## config.mk

```make
export PLATFORM = sky130hd
export DESIGN_NAME = alm_cluster_param
export DESIGN_NICKNAME = d
export VERILOG_FILES = /design/src/rtl/alm_cluster_param.sv
export SDC_FILE = /design/constraint.sdc
export NUM_CORES = 1
export LEC_CHECK = 0
export CELL_PAD_IN_SITES_DETAIL_PLACEMENT = 1
export CELL_PAD_IN_SITES_GLOBAL_PLACEMENT = 1
export CORE_ASPECT_RATIO = 0.7
export CORE_MARGIN = 4
export CORE_UTILIZATION = 47
export CTS_BUF_LIST = sky130_fd_sc_hd__clkbuf_4
export DETAILED_ROUTE_END_ITERATION = 16
export MAX_ROUTING_LAYER = met4
export PLACE_DENSITY_LB_ADDON = 0.1
export REMOVE_ABC_BUFFERS = 1
export SLEW_MARGIN = 5
export SYNTH_ARGS = -nofsm -noshare
export SYNTH_HDL_FRONTEND = slang
export SYNTH_HIERARCHICAL = 1
export SYNTH_SLANG_ARGS = --single-unit
```

## constraint.sdc

```tcl
create_clock -name clk -period 4.2 [get_ports clk]
set_input_delay 0.42 -clock clk [delete_from_list [all_inputs] [get_ports clk]]
set_output_delay 0.42 -clock clk [all_outputs]
set_load 0.03 [all_outputs]
```

## src/rtl/alm_cluster_param.sv

```systemverilog
// Parametrised adaptive logic cluster: NUM_LUT K-input LUTs grouped into
// fracturable pairs (wide LUT or ripple-carry full adder), loaded over a word port.

module alm_pair #(
    parameter int LUT_K = 4
) (
    input  logic                  i_clk,
    input  logic                  i_clr,
    input  logic                  i_clk_en,
    input  logic                  i_live,
    input  logic [2**LUT_K-1:0]   i_lut_a,
    input  logic [2**LUT_K-1:0]   i_lut_b,
    input  logic [LUT_K-1:0]      i_idx,
    input  logic                  i_sel,
    input  logic                  i_mode,
    input  logic                  i_regsel,
    input  logic                  i_ci,
    output logic                  o_co,
    output logic                  o_out
);
    logic w_a, w_b, w_f;
    logic r_q;

    assign w_a = i_lut_a[i_idx];
    assign w_b = i_lut_b[i_idx];

    always_comb begin
        w_f  = i_sel ? w_b : w_a;
        o_co = i_ci;
        if (i_mode) begin
            w_f  = w_a ^ w_b ^ i_ci;
            o_co = (w_a & w_b) | (w_a & i_ci) | (w_b & i_ci);
        end
    end

    // Register is held at zero until the cluster is fully configured.
    always_ff @(posedge i_clk) begin
        if (i_clr || !i_live)
            r_q <= 1'b0;
        else if (i_clk_en)
            r_q <= w_f;
    end

    assign o_out = i_regsel ? r_q : w_f;
endmodule

module alm_cluster_param #(
    parameter int LUT_K   = 4,
    parameter int NUM_LUT = 4,
    parameter int CFG_W   = 8
) (
    input  logic                        clk,
    input  logic                        clear_sync,
    input  logic                        clk_en,
    input  logic [NUM_LUT/2*LUT_K-1:0]  lut_in,
    input  logic [NUM_LUT/2-1:0]        lut_sel,
    input  logic                        carry_in,
    output logic                        carry_out,
    output logic [NUM_LUT/2-1:0]        out,
    input  logic                        cfg_start,
    input  logic [CFG_W-1:0]            cfg_data,
    input  logic                        cfg_valid,
    output logic                        cfg_ready,
    output logic                        cfg_done
);
    localparam int NUM_PAIR  = NUM_LUT / 2;
    localparam int LUT_N     = 2 ** LUT_K;
    localparam int MODE_BASE = NUM_LUT * LUT_N;
    localparam int RSEL_BASE = MODE_BASE + NUM_PAIR;
    localparam int CFG_BITS  = MODE_BASE + 2 * NUM_PAIR;
    localparam int CFG_WORDS = (CFG_BITS + CFG_W - 1) / CFG_W;
    localparam int CNT_W     = (CFG_WORDS > 1) ? $clog2(CFG_WORDS) : 1;

    typedef enum logic [1:0] {S_IDLE, S_LOAD, S_DONE} state_t;

    state_t              r_state, w_next;
    logic [CNT_W-1:0]    r_cnt;
    logic [CFG_BITS-1:0] r_cfg, w_cfg_nxt;
    logic                w_accept, w_last, w_live;
    logic [NUM_PAIR:0]   w_c;
    logic [NUM_PAIR-1:0] w_out;

    // A word offered in the same cycle as a restart is dropped.
    assign w_accept = (r_state == S_LOAD) && cfg_valid && !cfg_start;
    assign w_last   = (r_cnt == CNT_W'(CFG_WORDS - 1));
    assign w_live   = (r_state == S_DONE);

    always_comb begin
        w_next = r_state;
        case (r_state)
            S_IDLE:  if (cfg_start) w_next = S_LOAD;
            S_LOAD:  if (cfg_start) w_next = S_LOAD;
                     else if (w_accept && w_last) w_next = S_DONE;
            S_DONE:  if (cfg_start) w_next = S_LOAD;
            default: w_next = S_IDLE;
        endcase
    end

    always_ff @(posedge clk) begin
        if (clear_sync)
            r_state <= S_IDLE;
        else
            r_state <= w_next;
    end

    // Each config bit knows its own word slot; padding beyond CFG_BITS is never stored.
    genvar b;
    generate
        for (b = 0; b < CFG_BITS; b++) begin : g_bit
            assign w_cfg_nxt[b] = (w_accept && r_cnt == CNT_W'(b / CFG_W)) ?
                                  cfg_data[b % CFG_W] : r_cfg[b];
        end
    endgenerate

    always_ff @(posedge clk) begin
        if (clear_sync || cfg_start) begin
            r_cfg <= '0;
            r_cnt <= '0;
        end else begin
            r_cfg <= w_cfg_nxt;
            if (w_accept)
                r_cnt <= r_cnt + CNT_W'(1);
        end
    end

    assign w_c[0] = carry_in;

    genvar p;
    generate
        for (p = 0; p < NUM_PAIR; p++) begin : g_pair
            alm_pair #(.LUT_K(LUT_K)) u_pair (
                .i_clk    (clk),
                .i_clr    (clear_sync),
                .i_clk_en (clk_en),
                .i_live   (w_live),
                .i_lut_a  (r_cfg[(2*p)*LUT_N +: LUT_N]),
                .i_lut_b  (r_cfg[(2*p+1)*LUT_N +: LUT_N]),
                .i_idx    (lut_in[p*LUT_K +: LUT_K]),
                .i_sel    (lut_sel[p]),
                .i_mode   (r_cfg[MODE_BASE + p]),
                .i_regsel (r_cfg[RSEL_BASE + p]),
                .i_ci     (w_c[p]),
                .o_co     (w_c[p+1]),
                .o_out    (w_out[p])
            );
        end
    endgenerate

    assign out       = w_live ? w_out : '0;
    assign carry_out = w_live & w_c[NUM_PAIR];
    assign cfg_ready = (r_state == S_LOAD);
    assign cfg_done  = w_live;
endmodule
```

# [Word level (Yosys, flattened, before mapping)]
# Cells that the tools add are included.
[word_totals] ff_bits=76 inputBits=24 elab_cells=83
[op_classes] addsub=1 n_lt_le_gt_ge=2 n_eq_ne=12 mux=21 n_bitwise=15 n_reduce_logical=19
[op_table] op="$bmux 1 s4" n=4
[op_table] op="$eq 4x3->1 const B" n=4
[op_table] op="$mux 1" n=12
[op_table] op="$logic_and 1x1->1" n=11
[op_table] op="$lt 4x5->1 const B" n=2
[op_table] op="$eq 4x2->1 const B" n=2
[op_table] op="$mux 2" n=4
[op_table] op="$and 1x1->1" n=7
[op_table] op="$add 4x1->4 const B" n=1
[op_table] op="$eq 4x1->1 const B" n=1
[op_table] op="$eq 4x4->1 const B" n=1
[op_table] op="$logic_not 4->1" n=1
[op_table] op="$or 1x1->1" n=4
[op_table] op="$pmux 2 s2" n=1
[op_table] op="$xor 1x1->1" n=4
[op_table] op="$ne 3x2->1 const B" n=1
[op_table] op="$eq 2x1->1 const B" n=1
[op_table] op="$eq 2x2->1 const B" n=1
[op_table] op="$logic_not 1->1" n=2
[op_table] op="$logic_not 2->1" n=1
[op_table] op="$logic_or 1x1->1" n=2
[op_table] op="$ne 2x1->1 const B" n=1
[op_table] op="$reduce_and 2->1" n=1
[op_table] op="$reduce_or 2->1" n=1

# [Longest topological paths before layout]
[logic_depth] word_depth=11 mapped_depth=16 depth_no_buf=14

# [Modules after synthesis]
# Netlist, hierarchy kept.
[modules_own_cells] mod="alm_cluster_param" instances=1 cells_per_inst=275 area_per_inst_um2=2887.8
[modules_own_cells] mod="alm_pair" instances=2 cells_per_inst=59 area_per_inst_um2=485.5

# [Worst setup path after synthesis]
# Ideal clock, no wire load.
[synth_path] kind="input-to-output" start="input lut_in[2]" end="output out[1]" arrival_ns=3.083 slack_ns=0.697 path_stages=15 n_path_buf=2 cell_sequence="buf_6 buf_2 mux2i_1 a22oi_1 nand2_1 o21a_1 fa_1 a21oi_1 inv_1 fa_1 nand2_1 nor2_1 a21oi_1 o31a_1 and2_1"
[synth_via] elab_chain_cells=10 elab_cells_between_ends=14
[synth_lines] item="start, declared" line_no="55" rtl="input logic [NUM_LUT/2*LUT_K-1:0] lut_in,"
[synth_lines] item="$bmux 1 s4 (on tied branches)" line_no="24, 25"
[synth_lines] item="$mux 1 (on tied branches)" line_no="24, 25"
[synth_lines] item="$and 1x1->1" line_no="32" rtl="o_co = (w_a & w_b) | (w_a & i_ci) | (w_b & i_ci);"
[synth_lines] item="$or 1x1->1" line_no="32"
[synth_lines] item="$or 1x1->1 (*)" line_no="32"
[synth_lines] item="$mux 1 (*)" line_no="30" rtl="if (i_mode) begin"
[synth_lines] item="net w_c[1]" line_no="80" rtl="logic [NUM_PAIR:0] w_c;"
[synth_lines] item="$xor 1x1->1 (*)" line_no="31" rtl="w_f = w_a ^ w_b ^ i_ci;"
[synth_lines] item="$mux 1 (*)" line_no="30"
[synth_lines] item="$mux 1 (*)" line_no="44" rtl="assign o_out = i_regsel ? r_q : w_f;"
[synth_lines] item="net w_out[1]" line_no="81" rtl="logic [NUM_PAIR-1:0] w_out;"
[synth_lines] item="$mux 2 (*)" line_no="149" rtl="assign out = w_live ? w_out : '0;"
[synth_lines] item="end, declared" line_no="59" rtl="output logic [NUM_LUT/2-1:0] out,"
# The timed path passes the listed nets; every way through them passes the cells marked *. The select of a mux whose other input is x is not followed.

# [Worst setup path after layout]
[layout_path] start="input lut_in[0]" end="output out[1]"
# The elaborated chain is that of the path after synthesis.

==> metrics <==
DR pass1 iterations=4; commonest non-fill, non-tap cell in the layout=nand2_1; die span in y=83.8 um; Yosys cell types=42; LEAKAGE=0.00198 uW; Final #Nets=461; Pins Over Slew Limit=0; status=complete, no violations; Via density=5.59; die width=116 um; P per Cell Area=297 mW/mm^2; CTS H-tree lvls=3; wire per inst=19.0 um; Worst Skew=12.5 ps; Synth top area share=0.394; Fmax=253 MHz; Async S/R FF share, synth=0; Placer Congestion=0.878; WP data required=3780 ps; period utilization=0.940; fin cells=537; Crit. End Element=output port; core area=0.00794 sq mm; sequential area share after synthesis=0.394; GRT Util Overall=0.222; final setup violation count=0; share of cells above drive strength 1=0.147; Clk Latency, worst-skew pair=450 ps; Row Count=27; crit-path cells=clkdlybuf4s50_1 > nor2b_1 > a22oi_1 > nand2_1 > o21a_1 > fa_2 > a21oi_1 > inv_1 > fa_1 > nand2_1 > nor2_1 > a21oi_1 > o31a_1 > and2_1 > buf_4; via count=3000; Mapped Area=0.00386 sq mm; Crit Path Category=input port to output port; most frequent cells in the layout=nand2_1, mux2i_1, dfxtp_1; Layout fillers=917; Seq. cell area=0.00152 sq mm; antenna-violating nets left=0; hold_ws=469 ps; area grow syn2layout=15.1%; DR iter-0 viols=131; Final Cell Area=0.00444 sq mm; initial antenna violation count=0; final setup TNS=0 ps; first-pass GRT wire length=16200 um; DRC violations left=0; Starting Density=0.486; CTS sink cnt=76; largest area contributor in the netlist=dfxtp_1; WL final=10200 um; die area=0.00975 sq mm; post-place instance area=0.00421 sq mm; Clock Pin Slew Worst Setup and Hold Paths=120 ps; Synth Register Bits=76; Main synth FF type=dfxtp_1; unrepaired setup endpoints after global routing=no; Yosys warnings=6; # IOs=29; CP max FO=5; Clock Tree Root=clkbuf_4; Critical Path AT=3530 ps; placed instance count=511; top post-synthesis cells by area=dfxtp_1, mux2i_1, nand2_1; HP Class=register to register; TritonCTS Buffers=9; Slew headroom=0.446; Worst setup SP type=input port; Mapped Cells=393; vias in the first global route=3060; largest net degree at the start of global routing=53; Antenna diodes=0; endpoints failing hold=0; CTS tree=done; number of port buffers=28; hpwl dp=7100 um; post-layout min period=3950 ps; CP max-delay cell=fa_1; syn avg cell area=9.82 sq um; Worst path max stage delay=500 ps; Least-Margin Pin Slew=831 ps; footprint of the multi-input gates=0.00220 sq mm; Max Cap Viol=0; Clock Tree Buf Depth=2; Post-synth EDFFs=0; total grt overflow=0; Worst VDD drop=206 uV
[per-layer routing]
metal,part of all wire,track usage
met5,0,-
met1,0.50,0.298
met4,0.012,0.0548
met3,0.033,0.0580
met2,0.46,0.332
[flip-flops by register name, indices dropped and copies added (netlist names)]
name               flops
r_cnt                  4
g_pair.u_pair/r_q      2
r_cfg                 68
r_state                2
[power by group]
| group | internal, uW | leakage (uW) | total, uW | switching [uW] |
|---|---|---|---|---|
| Combinational | 60.7 | 0.00130 | 139 | 78.4 |
| Sequential | 722 | 0.000612 | 724 | 1.79 |
| Clock | 178 | 0.0000710 | 455 | 276 |
| Total | 961 | 0.00198 | 1320 | 356 |
[path summary, 6_finish.rpt]
path	from	endpoint	slack [ps]	cells past startpoint
worst min register to register	r_cfg[63]	r_cfg[63]	470	2
worst min-delay path	r_cfg[63]	r_cfg[63]	470	2
worst max register to register	r_cfg[15]	g_pair[1].u_pair/r_q	1450	10
worst max-delay path	lut_in[0]	out[1]	250	15
[kinds of logic after synthesis]
logic type	Yosys count	synth area share
adders and majority gates	6	0.0233
muxes	98	0.271
buffers and inverters	28	0.0386
and+or+nand+nor	140	0.182
AOI/OAI and AO/OA	45	0.0905
DFF	76	0.394
[Yosys cell counts (all sizes together) (6+ instances only)]
library cell  count
mux2i            82
inv              13
nand3             8
buf              12
o21ai             7
nand2            94
a22oi             6
a21oi             9
dfxtp            76
o211ai            8
mux2             14
nor2             18
[worst max-delay path: cells and delay by family]
kind | cells | cell delay, ps
AOI/OAI and AO/OA | 5 | 860
adders and majority gates | 2 | 910
buffers and inverters | 3 | 720
and+or+nand+nor | 5 | 610
[layout make-up]
cell class | instances | area share
clock inverter | 7 | 0.0152
multi-input combinational | 289 | 0.495
inverter | 13 | 0.0110
clock buffer | 9 | 0.0152
tap | 101 | 0.0284
timing repair buffer | 42 | 0.0924
sequential | 76 | 0.342
[per-stage QoR]
step	power, uW	setup WS [ps]	utilization
after floorplan	804	575	-
after global placement	866	201	0.530
after detailed placement	869	45.4	0.530
after CTS	1320	48.0	0.547
after global routing	1380	9.54	0.560
final	1320	253	0.560
[timing repair]
| item | in CTS | in global routing |
|---|---|---|
| gates resized for setup | 0 | 3 |
| setup buffers | 0 | 9 |
| hold buffers | 0 | 0 |
| setup endpoints to repair | 0 | 1 |
(Power assumes the default switching activity.)
